`config.mk`:
```
export PLATFORM = sky130hd
export DESIGN_NAME = handshake_rr_arbiter
export DESIGN_NICKNAME = d
export VERILOG_FILES = /design/src/rtl/handshake_arb_pkg.sv /design/src/rtl/handshake_rr_arbiter_rr_pick.sv /design/src/rtl/handshake_rr_arbiter.sv
export SDC_FILE = /design/constraint.sdc
export NUM_CORES = 1
export LEC_CHECK = 0
export CORE_MARGIN = 4
export CORE_UTILIZATION = 45
export CTS_CLUSTER_DIAMETER = 80
export CTS_CLUSTER_SIZE = 16
export DETAILED_ROUTE_END_ITERATION = 6
export PLACE_DENSITY_LB_ADDON = 0.3
export SLEW_MARGIN = 20
export SYNTH_ARGS = -nofsm -noshare
export SYNTH_HDL_FRONTEND = slang
export SYNTH_SLANG_ARGS = --single-unit
```
`constraint.sdc`:
```
create_clock -name CLK -period 6.4 [get_ports CLK]
set_clock_uncertainty 0.2 [all_clocks]
set_input_delay 0.96 -clock CLK [delete_from_list [all_inputs] [get_ports CLK]]
set_output_delay 0.96 -clock CLK [all_outputs]
set_load 0.01 [all_outputs]
```
`src/rtl/handshake_arb_pkg.sv`:
```
// Shared types and helpers for the handshake round-robin arbiter.
//   arb_state_t : arbiter FSM states (IDLE, LOCKED)
//   STATS_CNT_W : width of the optional per-requester grant counters
//   rr_next     : round-robin search over up to RR_MAX_N requesters
package handshake_arb_pkg;

    typedef enum logic {
        IDLE   = 1'b0,
        LOCKED = 1'b1
    } arb_state_t;

    localparam int unsigned STATS_CNT_W = 8;
    localparam int unsigned RR_MAX_N    = 8;
    localparam int unsigned RR_IDX_W    = 3;

    // First set bit of valid searching last+1, last+2, ... modulo n (n >= 2).
    function automatic logic [RR_IDX_W-1:0] rr_next(
        input logic [RR_MAX_N-1:0] valid,
        input logic [RR_IDX_W-1:0] last,
        input int unsigned         n
    );
        logic [RR_IDX_W-1:0] res;
        logic                found;
        int unsigned         cand;
        res   = '0;
        found = 1'b0;
        for (int unsigned k = 1; k <= RR_MAX_N; k++) begin
            cand = (32'(last) + k) % n;
            if (!found && (k <= n) && valid[RR_IDX_W'(cand)]) begin
                res   = RR_IDX_W'(cand);
                found = 1'b1;
            end
        end
        return res;
    endfunction

endpackage

```
`src/rtl/handshake_rr_arbiter_rr_pick.sv`:
```
// Combinational round-robin priority search, reusable by other schedulers.
//   valid [N]    : request vector
//   last  [ID_W] : most recently served index; search starts at last+1
//   any          : at least one request present
//   idx   [ID_W] : chosen index (0 when any is low)
module rr_pick
    import handshake_arb_pkg::*;
#(
    parameter int unsigned N    = 3,
    parameter int unsigned ID_W = 2
) (
    input  logic [N-1:0]    valid,
    input  logic [ID_W-1:0] last,
    output logic            any,
    output logic [ID_W-1:0] idx
);

    logic [RR_MAX_N-1:0] valid_ext;

    always_comb begin
        valid_ext = RR_MAX_N'(valid);
        any       = |valid;
        idx       = ID_W'(rr_next(valid_ext, RR_IDX_W'(last), N));
    end

endmodule

```
`src/rtl/handshake_rr_arbiter.sv`:
```
// Round-robin arbiter sharing one downstream ready/valid channel between N
// upstream requesters. A granted requester owns the channel until its beat
// transfers (or it drops valid, which aborts the grant).
//   CLK, RESET        : rising-edge clock, synchronous active-high reset
//   in_valid/in_ready : per-requester handshake
//   in_data           : packed payloads, requester i at [i*DATA_W +: DATA_W]
//   out_valid/out_ready/out_data/out_id : downstream handshake + granted index
//   grant_cnt         : per-requester saturating transfer counters, present
//                       only when HANDSHAKE_RR_ARBITER_STATS_EN is defined
module handshake_rr_arbiter
    import handshake_arb_pkg::*;
#(
    parameter int unsigned N      = 3,
    parameter int unsigned DATA_W = 4,
    parameter int unsigned ID_W   = 2
) (
    input  logic                  CLK,
    input  logic                  RESET,
    input  logic [N-1:0]          in_valid,
    output logic [N-1:0]          in_ready,
    input  logic [N*DATA_W-1:0]   in_data,
    output logic                  out_valid,
    input  logic                  out_ready,
    output logic [DATA_W-1:0]     out_data,
    output logic [ID_W-1:0]       out_id
`ifdef HANDSHAKE_RR_ARBITER_STATS_EN
    ,
    output logic [N*STATS_CNT_W-1:0] grant_cnt
`endif
);

    arb_state_t      state_q, state_d;
    logic [ID_W-1:0] grant_q, grant_d;
    logic [ID_W-1:0] last_q,  last_d;
    logic            pick_any;
    logic [ID_W-1:0] pick_idx;
    logic [DATA_W-1:0] lane_data [N];

    // Unpack payload lanes for the output mux.
    for (genvar i = 0; i < N; i++) begin : g_lane
        assign lane_data[i] = in_data[i*DATA_W +: DATA_W];
    end

    rr_pick #(
        .N    (N),
        .ID_W (ID_W)
    ) u_rr_pick (
        .valid (in_valid),
        .last  (last_q),
        .any   (pick_any),
        .idx   (pick_idx)
    );

    // State, grant and priority pointer registers.
    always_ff @(posedge CLK) begin
        if (RESET) begin
            state_q <= IDLE;
            grant_q <= '0;
            last_q  <= ID_W'(N - 1);
        end else begin
            state_q <= state_d;
            grant_q <= grant_d;
            last_q  <= last_d;
        end
    end

    // Next-state and downstream/upstream handshake outputs.
    always_comb begin
        state_d   = state_q;
        grant_d   = grant_q;
        last_d    = last_q;
        out_valid = 1'b0;
        out_data  = '0;
        out_id    = '0;
        in_ready  = '0;
        case (state_q)
            IDLE: begin
                if (pick_any) begin
                    grant_d = pick_idx;
                    state_d = LOCKED;
                end
            end
            LOCKED: begin
                out_valid         = in_valid[grant_q];
                out_data          = lane_data[grant_q];
                out_id            = grant_q;
                in_ready[grant_q] = out_ready;
                if (!in_valid[grant_q]) begin
                    // Upstream dropped valid: abort, keep pointer so it retains priority.
                    state_d = IDLE;
                end else if (out_ready) begin
                    last_d  = grant_q;
                    state_d = IDLE;
                end
            end
            default: state_d = IDLE;
        endcase
    end

`ifdef HANDSHAKE_RR_ARBITER_STATS_EN
    logic xfer;
    assign xfer = (state_q == LOCKED) && in_valid[grant_q] && out_ready;

    // Saturating completed-transfer counters, one per requester.
    for (genvar i = 0; i < N; i++) begin : g_cnt
        logic [STATS_CNT_W-1:0] cnt_q;
        always_ff @(posedge CLK) begin
            if (RESET) begin
                cnt_q <= '0;
            end else if (xfer && (grant_q == ID_W'(i)) && (cnt_q != '1)) begin
                cnt_q <= cnt_q + 1'b1;
            end
        end
        assign grant_cnt[i*STATS_CNT_W +: STATS_CNT_W] = cnt_q;
    end
`endif

endmodule
```
## Yosys cells after proc, flatten, opt, wreduce, memory -nomap -nowiden

Index checks and enable logic that the tools add are counted.

| operators by class | value |
|---|---|
| bitwise logic cells | 3 |
| add/sub/neg operators | 3 |
| reduce and logical (&&, ||, !) cells | 8 |
| order comparisons | 6 |
| multiplexer cells | 26 |
| divide/modulo/power cells | 3 |

Operators by type and width:

| operator | count |
|---|---|
| remainder unit 32 x 2 -> 32 bit (second input constant) | 3 |
| < comparator 3 x 4 -> 1 bit (second input constant) | 3 |
| 2-to-1 mux 4 bit | 3 |
| 2-to-1 mux 1 bit | 11 |
| binary-select mux 1 bit (select 3 bit) | 3 |
| binary-select mux 4 bit (select 2 bit) | 1 |
| 2-to-1 mux 2 bit | 4 |
| adder 2 x 2 -> 3 bit (second input constant) | 2 |
| adder 2 x 1 -> 3 bit (second input constant) | 1 |
| AND 3 bit | 1 |
| greater-or-equal comparator 3 bit (second input constant) | 1 |
| logical AND 1 bit | 3 |
| < comparator 2 x 3 -> 1 bit (second input constant) | 1 |
| 2-to-1 mux 3 bit | 1 |
| NOT 2 -> 3 bit | 1 |
| AND reduction 3 bit | 1 |
| OR reduction 3 bit | 1 |
| binary-select mux 1 bit (select 2 bit) | 1 |
| demux 1 bit (select 2 bit) | 1 |
| greater-or-equal comparator 2 x 1 -> 1 bit (second input constant) | 1 |
| zero test 1 bit | 2 |
| case mux 1 bit (2 select lines) | 1 |
| AND reduction 2 bit | 1 |
| NOT 1 bit | 1 |

| storage, ports and cells | value |
|---|---|
| flip-flop bits (word level) | 5 |
| input port bits | 18 |
| output and inout bits | 10 |
| logic and storage cells | 52 |

## Depth between registers and ports, before layout

Gate-level depths: netlist (run 1).

| depth | value |
|---|---|
| depth after elaboration | 11 |
| depth in mapped cells | 7 |
| mapped depth without buffers | 7 |

## Hierarchy

A second synthesis (run 1) with hierarchy kept.

| second synthesis, totals | value |
|---|---|
| cells, all modules | 88 |
| area, all modules | 695.7 um2 |

Modules (own cells, without submodules):

| module | area an instance (um2) | times used | seq. area each (um2) | cells each |
|---|---|---|---|---|
| handshake_rr_arbiter | 412.9 | 1 | 100.1 | 54 |
| rr_pick | 282.8 | 1 | 0.0 | 34 |

## Worst setup path before layout (run 1)

OpenSTA, ideal clock, no wires.

| timing | value |
|---|---|
| path kind | input to output |
| from | input in_valid[2] |
| to | output out_valid |
| cell stages on the path | 3 |
| data required time | 5.240 ns |
| buffers on the path | 0 |
| setup slack | 3.727 ns |
| arrival | 1.513 ns |
| path through | mux2i_1 -> a2bb2oi_1 -> nor2_1 |

| between the ends | value |
|---|---|
| word-level cells in the longest chain between the ends | 3 |

Ends and longest elaborated chain:

| what | RTL line | text |
|---|---|---|
| from (decl) | handshake_rr_arbiter.sv:19 | `input logic [N-1:0] in_valid,` |
| binary-select mux 1 bit (select 2 bit) | handshake_rr_arbiter.sv:84 | `out_valid = in_valid[grant_q];` |
| 2-to-1 mux 1 bit (implied by the code) | handshake_rr_arbiter.sv:84 |  |
| 2-to-1 mux 1 bit | handshake_rr_arbiter.sv:76 | `case (state_q)` |
| to (decl) | handshake_rr_arbiter.sv:22 | `output logic out_valid,` |

No other way between the ends. The select of a mux whose other input is x is not followed.

## Worst setup path after layout (run 1)

Ends and elaborated chain as after synthesis.

==> results of run 1 <==
==> report_power, final <==
group | total, mW | switching, mW | internal (mW) | leakage, nW
logic | 0.0607 | 0.0266 | 0.0341 | 0.339
registers | 0.0406 | 0.00672 | 0.0338 | 0.0411
clock network | 0.0349 | 0.0114 | 0.0235 | 0.0150
total | 0.136 | 0.0448 | 0.0914 | 0.395
==> per-layer routing <==
layer	up-vias	track usage, %	routed length, um
met5	-	0	0
met4	0	7.182	17
met3	2	3.125	130
met2	26	29.12	877
met1	339	24.94	791
li1	365	-	-
==> Yosys cell counts <==
master     number  area, um2
and2_1          3      18.77
o31ai_1         2      15.01
mux2_2          1      11.26
ha_1            8      100.1
inv_1           6      22.52
nand4_1         1      6.260
a311oi_1        1      8.760
nor2_1         11      41.29
a21bo_2         2      20.02
nand2b_1        1      6.260
mux2i_1         5      50.05
buf_4           1      7.510
nor2b_1         2      12.51
o211ai_2        2      25.02
o221ai_1        2      17.52
mux2_4          2      30.03
and3_1          1      6.260
nand4b_1        2      17.52
a2bb2oi_1       1      8.760
o2111ai_1       3      26.28
clkbuf_1        1      3.750
a22oi_1         1      7.510
nand2_1         3      11.26
o211a_1         1      10.01
nand3_1         2      10.01
a21oi_1         6      30.03
buf_6           1      11.26
o21a_1          1      7.510
nor3b_1         2      15.01
nor3_1          3      15.01
dfxtp_1         5      100.1
==> registers in the layout, summed over array words and instances, names as in the netlist <==
| name | flops |
|---|---|
| last_q | 2 |
| state_q | 1 |
| grant_q | 2 |
==> worst paths after layout <==
check                                       startpoint                      end  depth (start not counted)  slack [ps]
worst max-delay path                       in_valid[2]                out_valid                          5        2610
worst min-delay path            last_q[0]$_SDFFE_PP0P_   last_q[0]$_SDFFE_PP0P_                          2         380
worst max register to register  last_q[1]$_SDFFE_PP1P_  grant_q[0]$_SDFFE_PP0P_                          6        4100
worst min register to register  last_q[0]$_SDFFE_PP0P_   last_q[0]$_SDFFE_PP0P_                          2         380
==> kinds of logic (layout without fill, tap and decap cells) <==
logic type      count (synthesis)  count (layout)
compound gates                 22              22
fa+ha+maj                       8               8
buf+inv                         9              37
flops                           5               5
mux                             8               8
simple gates                   31              31
==> per-stage QoR <==
stage	power [mW]	hold WS (ps)
5_1_grt	0.1467	391.6
4_1_cts	0.1376	368.1
3_5_place_dp	0.1011	359.9
2_1_floorplan	0.07533	292.5
3_3_place_gp	0.09914	345.5
6_report	0.1362	377.4
==> critical path, stage by stage <==
cell,delay (ps)
clkdlybuf4s50_1,500
mux2i_1,170
a2bb2oi_1,430
nor2_1,70
clkdlybuf4s50_1,490
==> cell type report <==
class                   instances  area share (%)
clock buffers                   4           2.720
inverters                       6           2.332
multi-input cells              69           54.66
flip-flops and latches          5           10.36
well taps                      15           1.943
repair buffers                 27           27.98
==> results.ini, run 1 <==
[run_status]
status = finished, final reports clean

[route]
wirelength_um = 1817
vias_per_cell = 5.810
drtIter0Drc = 38
antenna_left = 0
vias = 732
wl_per_cell_um = 14.42
first_pass_iters = 6
drcViolationCount = 0

[floorplan]
core-area_um2 = 1350
row_count = 13
die_w_um = 46.68
dieArea_um2 = 2179
start_util_pct = 49.86
ios = 28
die_h_um = 46.68

[power]
leakagePower_nw = 0.3946
power_density_nw_per_um2 = 141.0
ir_drop_uv = 116.9

[sta]
grt_setup_unrepaired = no
setup_viol = 0
finalSetupTns_ps = 0
maxSlewViolCount = 0
setup_slack_ps = 2613
slew-limit-headroom_pct = 66.30
finalHoldViolCount = 0
fmax_mhz = 264.1
finalCritPeriodShare_pct = 59.17
tightestPinTransition_ps = 504.8
post-route-min-period_ps = 3787

[synthesis]
synth_compound_area_share_pct = 26.21
synth_top_family_by_area = compound AO/OA/AOI/OAI gates
yosys.area_share.xor_xnor_pct = 0
synth-simple-area-share_pct = 23.79
synth_area_um2 = 673.1
synthMuxAreaShare_pct = 13.57
yosys_register_bits = 5
synthCells = 83
synthesis.nets = 109
ys_seq_area_share_pct = 14.87
yosysWarnings = 0
yosys.area_share.adder_pct = 14.87
synth_area_per_cell_um2 = 8.110
ys_types = 31

[global_route]
antenna_found_initial = 0
first_global_vias = 667
grt-ovfl-total = 0
grt.total_usage_pct = 18.52
grt_max_degree = 13
grt_pass1_wl_um = 2918

[setup_path]
start_kind = primary input
critPathArrivalTime_ps = 2630
critical_path_class = primary input to output port
endpoint_kind = output port
worstPathRequired_ps = 5240
cp_max_fo = 6

[hold_path]
worstHoldPathType = register to register

[layout]
final_common_cell = clkdlybuf4s50_1
fill_cells = 115
postLayoutCoreUtil_pct = 71.55
fin_cells = 126
layout_common_cells = clkdlybuf4s50_1 (27), nor2_1 (11), ha_1 (8), inv_1 (6), a21oi_1 (6)
multi_input_area_um2 = 528.0
synthToLayoutAreaGrowth_pct = 43.49
drive_gt1_share_pct = 9.009
diodes = 0
area.sequential_um2 = 100.1
nets = 138
fin_area_um2 = 965.9

[clocking]
clkLatencyLatePin_ps = 240
cts_sinks = 5
cts_resized = 0
cts_buffer_depth = 2
cts_root_buf = clkbuf_4
hold_buffers = 0
cts_setup_buffers = 0
cts_tree = yes
clk_pin_slew_worst_paths_ps = 40
htreeDepth = 1
cts_made_buffers = 3

[placed_design]
post-place-ws_ps = 2624
dp_cells = 122
place.gp.congestion = 0.8182
postPlaceCellArea_um2 = 939.7
numPortBuffers = 27
dp_hpwl_um = 1463

[job]
drv_cap = 0

No activity file was read; power rests on OpenSTA's default activity.
==> run 2: changes to the inputs <==
- CORE_UTILIZATION: 45 -> 42
- clock period: 6.4 -> 3.7 ns (I/O delays scaled with it)
==> run 2 against run 1 <==
Compared with the run above:
- first-iteration DRC count fell by 21%
- cell count rose by 0.79%
- power rose by 73%
- via count fell by 2.0%
==> results.ini, run 2 (synthesized netlist as in run 1, its figures left out) <==
[floorplan]
die_w_um = 48.04
dieArea_um2 = 2307
row_count = 14
ios = 28
core-area_um2 = 1506
start_util_pct = 44.68
die_h_um = 48.04

[placed_design]
postPlaceCellArea_um2 = 940.9
numPortBuffers = 27
dp_cells = 123
dp_hpwl_um = 1362
place.gp.congestion = 0.8462

[layout]
drive_gt1_share_pct = 9.009
fin_cells = 127
layout_common_cells = clkdlybuf4s50_1 (27), nor2_1 (11), ha_1 (8), inv_1 (6), a21oi_1 (6)
final_common_cell = clkdlybuf4s50_1
postLayoutCoreUtil_pct = 64.20
nets = 138
largestRegisters = grant_q x2, last_q x2, state_q x1
fin_area_um2 = 967.2
synthToLayoutAreaGrowth_pct = 43.68
diodes = 0

[sta]
tightestPinTransition_ps = 489.1
finalSetupTns_ps = 0
post-route-min-period_ps = 2952
grt_setup_unrepaired = no
finalHoldViolCount = 0
slew-limit-headroom_pct = 67.35
finalCritPeriodShare_pct = 79.79
setup_viol = 0
maxSlewViolCount = 0
fmax_mhz = 338.7

[route]
first_pass_iters = 4
antenna_left = 0
drcViolationCount = 0
vias = 717
vias_per_cell = 5.646
wl_per_cell_um = 13.47
drtIter0Drc = 30
wirelength_um = 1711

[power]
p_total_uw = 235.4
power_density_nw_per_um2 = 243.4
seqPwrFrac_pct = 29.6
p_int_uw = 158.1
leakagePower_nw = 0.3946
comb_power_share_pct = 43.8
clkPwrFrac_pct = 26.6
ir_drop_uv = 196.8
power_switching_uw = 77.29
p_sw_share_pct = 32.83

[global_route]
grt-ovfl-total = 0
grt_pass1_wl_um = 2711
grt.busiest_layer = met2
antenna_found_initial = 0
grt.total_usage_pct = 16.69
first_global_vias = 641
grtUsageMet1_pct = 20.97
use_met3_pct = 1.504
grt_util_met2_pct = 28.23
grt_max_degree = 13

[setup_path]
endpoint_kind = output port
critical_path_class = primary input to output port
worstPathRequired_ps = 2940
cp_max_fo = 6
start_kind = primary input
critPathArrivalTime_ps = 2200

[clocking]
cts_buffer_depth = 2
cts_setup_buffers = 0
cts_root_buf = clkbuf_4
hold_buffers = 0
clkLatencyLatePin_ps = 240
cts_tree = yes
htreeDepth = 1
cts_sinks = 5
clk_pin_slew_worst_paths_ps = 40
cts_resized = 0
cts_made_buffers = 3

[job]
drv_cap = 0

[hold_path]
worstHoldPathType = register to register

[run_status]
status = finished, final reports clean

## run 2: cell counts in the layout (fill, tap and decap cells not counted)
Identical to the previous run, type by type.
## run 2: path summary, 6_finish.rpt
path	startpoint	to	slack, ps	depth (start not counted)
worst max-delay path	in_valid[2]	out_valid	750	5
worst min-delay path	last_q[0]$_SDFFE_PP0P_	last_q[0]$_SDFFE_PP0P_	370	2
worst max register to register	last_q[1]$_SDFFE_PP1P_	grant_q[0]$_SDFFE_PP0P_	1360	6
worst min register to register	last_q[0]$_SDFFE_PP0P_	last_q[0]$_SDFFE_PP0P_	370	2
## run 2: layer usage
layer | vias up | wire (um)
li1 | 361 | -
met1 | 326 | 747
met2 | 28 | 837
met3 | 2 | 102
met4 | 0 | 25
met5 | - | 0
## run 2: cell type report
type                       count  area, um2
clock buffer                   4      26.28
sequential                     5      100.1
inverter                       6      22.52
timing repair buffer          27      270.3
multi-input combinational     69      528.0
fill                         132      539.3
tap                           16      20.02
## run 2: per-stage QoR
| step | setup slack (ps) | hold slack (ps) |
|---|---|---|
| floorplan | 1670 | 292.5 |
| global placement | 811.9 | 351.6 |
| detailed placement | 745.5 | 353.7 |
| CTS | 750.0 | 365.9 |
| global route | 605.9 | 409.1 |
| finish | 747.6 | 374.3 |
## run 2: power by group through the flow
stage                     registers [mW]  logic [mW]  clock network (mW)
after global routing              0.0713       0.113              0.0684
final                             0.0697       0.103              0.0627
after global placement            0.0711       0.101                   0
after detailed placement          0.0707       0.103                   0
after floorplan                   0.0631      0.0672                   0
after CTS                         0.0697       0.103              0.0669
## run 2: worst max-delay path: stages
cell             delay [ps]
clkdlybuf4s50_1         500
mux2i_1                 170
a2bb2oi_1               400
nor2_1                   70
clkdlybuf4s50_1         490
